$ cat config.mk
export PLATFORM = sky130hd
export DESIGN_NAME = seg_scan_display
export DESIGN_NICKNAME = d
export VERILOG_FILES = /design/src/rtl/seg_pkg.sv /design/src/rtl/seg_hex_font.sv /design/src/rtl/seg_scan_display.sv
export SDC_FILE = /design/constraint.sdc
export NUM_CORES = 1
export LEC_CHECK = 0
export ABC_AREA = 1
export CORE_MARGIN = 2
export CORE_UTILIZATION = 50
export CTS_CLUSTER_DIAMETER = 150
export CTS_CLUSTER_SIZE = 16
export DETAILED_ROUTE_END_ITERATION = 12
export PLACE_DENSITY = 0.76
export SYNTH_ARGS = -nofsm -noshare
export SYNTH_HDL_FRONTEND = slang
export SYNTH_SLANG_ARGS = --single-unit
$ cat constraint.sdc
create_clock -name clk -period 2.2 [get_ports clk]
set_input_delay 0.22 -clock clk [delete_from_list [all_inputs] [get_ports clk]]
set_output_delay 0.22 -clock clk [all_outputs]
set_load 0.01 [all_outputs]
$ cat src/rtl/seg_pkg.sv
// Shared constants for the seven-segment scanner: segment bit order,
// the all-off pattern and the active-low hex font.
package seg_pkg;
    localparam int SEG_A = 0;
    localparam int SEG_B = 1;
    localparam int SEG_C = 2;
    localparam int SEG_D = 3;
    localparam int SEG_E = 4;
    localparam int SEG_F = 5;
    localparam int SEG_G = 6;
    localparam int SEG_W = SEG_G - SEG_A + 1;

    localparam logic [SEG_W-1:0] SEG_OFF = 7'h7F;

    // Entry n is the glyph for hex digit n; listed F down to 0.
    localparam logic [15:0][SEG_W-1:0] SEG_FONT = {
        7'h0E, 7'h06, 7'h21, 7'h46, 7'h03, 7'h08, 7'h10, 7'h00,
        7'h78, 7'h02, 7'h12, 7'h19, 7'h30, 7'h24, 7'h79, 7'h40
    };
endpackage

$ cat src/rtl/seg_hex_font.sv
// Combinational hex nibble to active-low seven-segment decoder.
module seg_hex_font
    import seg_pkg::*;
(
    input  logic [3:0]       i_hex,
    output logic [SEG_W-1:0] o_seg
);
    assign o_seg = SEG_FONT[i_hex];
endmodule

$ cat src/rtl/seg_scan_display.sv
// Multiplexed N-digit common-anode scanner with double-buffered data,
// decimal points, blanking, leading-zero suppression and PWM dimming.
module seg_scan_display
    import seg_pkg::*;
#(
    parameter int NUM_DIGITS = 8,
    parameter int DIV        = 100000,
    parameter int PWM_BITS   = 4
) (
    input  logic                    clk,
    input  logic                    rst,
    input  logic                    load,
    input  logic [4*NUM_DIGITS-1:0] data,
    input  logic [NUM_DIGITS-1:0]   dp,
    input  logic [NUM_DIGITS-1:0]   blank_mask,
    input  logic                    lz_en,
    input  logic [PWM_BITS-1:0]     bright,
    output logic [NUM_DIGITS-1:0]   sm_wei,
    output logic [6:0]              sm_duan,
    output logic                    sm_dp,
    output logic                    frame_done
);
    localparam int IDX_W  = (NUM_DIGITS > 1) ? $clog2(NUM_DIGITS) : 1;
    localparam int PCNT_W = $clog2(DIV);

    logic [PCNT_W-1:0]       r_pcnt;
    logic [IDX_W-1:0]        r_idx;
    logic [PWM_BITS-1:0]     r_pwm;
    logic [4*NUM_DIGITS-1:0] r_sh_data, r_act_data;
    logic [NUM_DIGITS-1:0]   r_sh_dp, r_act_dp;
    logic [NUM_DIGITS-1:0]   r_sh_blank, r_act_blank;
    logic [NUM_DIGITS-1:0]   r_wei;
    logic [6:0]              r_duan;
    logic                    r_dp;
    logic                    r_frame_done;

    logic                    w_tick, w_frame, w_on;
    logic [3:0]              w_nib;
    logic                    w_sel_dp, w_sel_blank, w_sel_supp;
    logic [NUM_DIGITS-1:0]   w_supp;
    logic                    w_zero_run;
    logic [SEG_W-1:0]        w_font;

    assign w_tick  = (r_pcnt == PCNT_W'(DIV - 1));
    assign w_frame = w_tick && (r_idx == IDX_W'(NUM_DIGITS - 1));
    assign w_on    = (&bright) || (r_pwm < bright);

    // A digit is suppressed when it and every more-significant nibble are zero.
    always_comb begin
        w_zero_run = 1'b1;
        w_supp     = '0;
        for (int i = NUM_DIGITS - 1; i > 0; i--) begin
            w_zero_run = w_zero_run & (r_act_data[4*i +: 4] == 4'h0);
            w_supp[i]  = lz_en & w_zero_run;
        end
    end

    always_comb begin
        w_nib       = '0;
        w_sel_dp    = 1'b0;
        w_sel_blank = 1'b0;
        w_sel_supp  = 1'b0;
        for (int i = 0; i < NUM_DIGITS; i++) begin
            if (r_idx == IDX_W'(i)) begin
                w_nib       = r_act_data[4*i +: 4];
                w_sel_dp    = r_act_dp[i];
                w_sel_blank = r_act_blank[i];
                w_sel_supp  = w_supp[i];
            end
        end
    end

    seg_hex_font u_font (
        .i_hex (w_nib),
        .o_seg (w_font)
    );

    always_ff @(posedge clk) begin
        if (rst) begin
            r_pcnt <= '0;
            r_idx  <= '0;
            r_pwm  <= '0;
        end else begin
            r_pwm  <= r_pwm + 1'b1;
            r_pcnt <= w_tick ? '0 : r_pcnt + 1'b1;
            if (w_tick)
                r_idx <= (r_idx == IDX_W'(NUM_DIGITS - 1)) ? '0 : r_idx + 1'b1;
        end
    end

    // Shadow takes loads any time; active only swaps at the frame boundary.
    always_ff @(posedge clk) begin
        if (rst) begin
            r_sh_data    <= '0;
            r_sh_dp      <= '0;
            r_sh_blank   <= '0;
            r_act_data   <= '0;
            r_act_dp     <= '0;
            r_act_blank  <= '0;
            r_frame_done <= 1'b0;
        end else begin
            if (load) begin
                r_sh_data  <= data;
                r_sh_dp    <= dp;
                r_sh_blank <= blank_mask;
            end
            if (w_frame) begin
                r_act_data  <= r_sh_data;
                r_act_dp    <= r_sh_dp;
                r_act_blank <= r_sh_blank;
            end
            r_frame_done <= w_frame;
        end
    end

    always_ff @(posedge clk) begin
        if (rst) begin
            r_wei  <= '1;
            r_duan <= SEG_OFF;
            r_dp   <= 1'b1;
        end else if (w_on && !w_sel_blank) begin
            r_wei  <= ~(NUM_DIGITS'(1) << r_idx);
            r_duan <= w_sel_supp ? SEG_OFF : w_font;
            r_dp   <= ~w_sel_dp;
        end else begin
            r_wei  <= '1;
            r_duan <= SEG_OFF;
            r_dp   <= 1'b1;
        end
    end

    assign sm_wei     = r_wei;
    assign sm_duan    = r_duan;
    assign sm_dp      = r_dp;
    assign frame_done = r_frame_done;
endmodule

==> flow_summary.yaml <==
status:
  status: "complete, no violations"
sta:
  finalSetupViolCount: 0
  clock-skew-final_ns: 0.01024
  slew_viol_final: 0
  worst_pin_slew_ns: 0.4778
  tns_ns: 0
  fin_crit_sh: 0.9890
  relSlewSlack: 0.6815
  max_freq_mhz: 459.6
  min_period_ns: 2.176
  hold_viol: 0
clock_network:
  cts_tree: "yes"
  ctsLongestPathBuffers: 2
  cts.clk_slew.worst_paths_ns: 0.06
  root_buffer: "clkbuf_16"
  cts.sinks: 137
  numCtsBuffers: 17
  clkLatencyLatePin_ns: 0.42
  htreeDepth: 4
job:
  cap_violations: 0
setup_path:
  cp_slowest_cell: "dfxtp_4"
  crit_type: "reg2reg"
  startpoint: "r_idx[1]"
  path_max_fanout: 10
  start_kind: "flip-flop"
  r2r_slack_ns: 0.02
  max_stage_delay_ns: 0.38
  worstPathArrival_ns: 2.53
  crit_required_ns: 2.56
  worst_setup_path_end_kind: "flip-flop"
  crit_chain: "inv_4 > ha_4 > buf_4 > nand2_2 > inv_1 > a21oi_1 > nand2_2 > nand2_2 > nand2_4 > buf_4 > ha_1 > a21oi_2 > a21oi_1 > nand2_1"
  crit_top_cell: "nand2_2"
  r2r-start: "r_idx[1]"
finish:
  finalNetCount: 911
  final_common_cell: "dfxtp_1"
  nFillCells: 946
  final_cell_mix: "dfxtp_1, inv_1, nand2_1, clkdlybuf4s50_1, o21ai_0"
  syn2layout_area_growth_pct: 29.53
  drive_above_1_share: 0.2007
  num_antenna_cells: 0
floorplanning:
  die_y_um: 113.7
  fp.dieArea_um2: 12930
  fp.dieW_um: 113.7
  core-area_um2: 11860
  initial_utilization: 0.5073
  boundaryPins: 73
  num_rows: 40
synthesis:
  synth_warnings: 0
  syn_inst: 746
  syn_avg_cell_area_um2: 8.066
  ys_seq_area_frac: 0.4558
  synth_edf_count: 0
  synthArstFlopShare: 0
  ys_seq_elements: 137
  ys.flop_type: "dfxtp_1"
  syn_nets: 818
  synth_area_um2: 6017
  ys_types: 37
power_and_ir_drop:
  p_switching_mw: 1.319
  p_comb_frac: 0.064
  sequentialPowerShare: 0.442
  p_total_mw: 5.856
  p_sw_frac: 0.2252
  leakage_nw: 3.079
  ir_drop_mv: 0.3879
  power.density_nw_per_um2: 751.4
  pwr-share-clk: 0.493
  cell_internal_pwr_mw: 4.537
detailed_routing:
  drtPass1Iterations: 5
  via_per_inst: 5.188
  drt_iter0_drc: 258
  routedWlPerCell_um: 14.06
  drc: 0
  vias: 5183
  antenna_left: 0
  routed_wl_mm: 14.05
global_route:
  grt_pass1_vias: 5105
  grt_usage: 0.2223
  grt_max_degree: 92
  gr-total-overflow: 0
  antenna_found_initial: 0
  grt_pass1_wl_mm: 23.05
hold_path:
  hp-start: "blank_mask[4]"
  hold_path.class: "in2reg"
place:
  hpwl_mm: 9.430
  port_buffers: 72
  gp_congestion: 0.9365
timing repair:
item,4_1_cts,5_1_grt
pin swaps,1,8
resized for setup,11,39
setup buffers,5,5
endpoints found under the setup margin,7,50
hold buffers,0,0
registers in the layout, summed over array words and instances, names as in the netlist:
register,flops
r_act_data,32
r_sh_data,32
r_pcnt,17
r_act_blank,8
r_act_dp,8
r_sh_blank,8
r_sh_dp,8
sm_wei,8
sm_duan,7
r_pwm,4
r_idx,3
frame_done,1
sm_dp,1
layout make-up:
| cell class | instances | area, um2 | share of cell area |
|---|---|---|---|
| clock inverter | 14 | 173.9 | 0.02232 |
| inverter | 144 | 566.8 | 0.07272 |
| timing repair buffer | 103 | 978.4 | 0.1255 |
| sequential | 137 | 2750 | 0.3529 |
| tap | 147 | 183.9 | 0.02360 |
| clock buffer | 18 | 429.2 | 0.05507 |
| multi-input combinational | 436 | 2711 | 0.3479 |
synth_stat cells (all sizes together) (2+ instances only):
| library cell | instances | area, um2 |
|---|---|---|
| clkbuf | 15 | 56.30 |
| nand2 | 120 | 480.5 |
| o21a | 2 | 15.01 |
| a21oi | 65 | 325.3 |
| o22ai | 43 | 519.3 |
| dfxtp | 137 | 2743 |
| ha | 16 | 200.2 |
| o21ai | 73 | 372.9 |
| nor3b | 2 | 20.02 |
| or2 | 4 | 25.02 |
| nor4 | 6 | 43.79 |
| nor2 | 51 | 217.7 |
| nand3 | 29 | 145.1 |
| nand4 | 8 | 56.30 |
| inv | 143 | 544.3 |
| buf | 14 | 118.9 |
| o211ai | 3 | 22.52 |
| xor2 | 4 | 35.03 |
| nor3 | 8 | 56.31 |
stage by stage:
stage                     utilization  hold slack, ns  setup WS (ns)  cell area (um2)  instances
after global placement         0.5848          0.4316       -0.03601             6937        957
after global routing           0.6571          0.4243       -0.08289             7794        999
final                          0.6571          0.4025        0.02416             7794        999
after floorplan                     -          0.3549        0.08407             6017        746
after CTS                      0.6414          0.3952        0.01407             7607        994
after detailed placement       0.5848          0.4403       -0.08891             6937        957
cells by family (layout without fill, tap and decap cells):
family                     Yosys count  count (layout)  share of synthesized area
buffers and inverters              173             279                     0.1202
xor gates and xnor gates             5               5                   0.007278
and+or+nand+nor                    228             228                     0.1736
adders and majority gates           16              16                    0.03327
DFF                                137             137                     0.4558
AOI/OAI and AO/OA                  187             187                     0.2098
worst max-delay path: cells and delay by family, from the launching register on:
kind                     cells  cell delay, ns
AND/OR/NAND/NOR              5            0.51
buffers and inverters        4            0.43
AO/OA/AOI/OAI                3            0.43
flip-flops                   1            0.38
adder cells (fa/ha/maj)      2            0.36
worst paths after layout:
path,to,depth (start not counted)
setup / recovery,sm_duan[4],14
setup reg to reg,sm_duan[4],14
hold reg to reg,r_pcnt[0],1
hold / removal,r_sh_blank[4],3
metal layers:
metal / vias to the layer above / GRT usage / wire, um
met2: 155 / 0.3932 / 7006
met1: 2410 / 0.2632 / 5989
met5: - / 0 / 0
li1: 2588 / - / -
met4: 0 / 0.09024 / 369
met3: 30 / 0.04676 / 682
power by group through the flow:
stage | Combinational (mW) | Clock (mW) | Sequential (mW)
detailed placement | 0.377 | 0 | 2.65
floorplan | 0.191 | 0 | 2.65
finish | 0.377 | 2.89 | 2.59
global placement | 0.367 | 0 | 2.64
CTS | 0.380 | 2.92 | 2.59
global route | 0.419 | 3.04 | 2.60
Power figures use the tool's default switching activity.
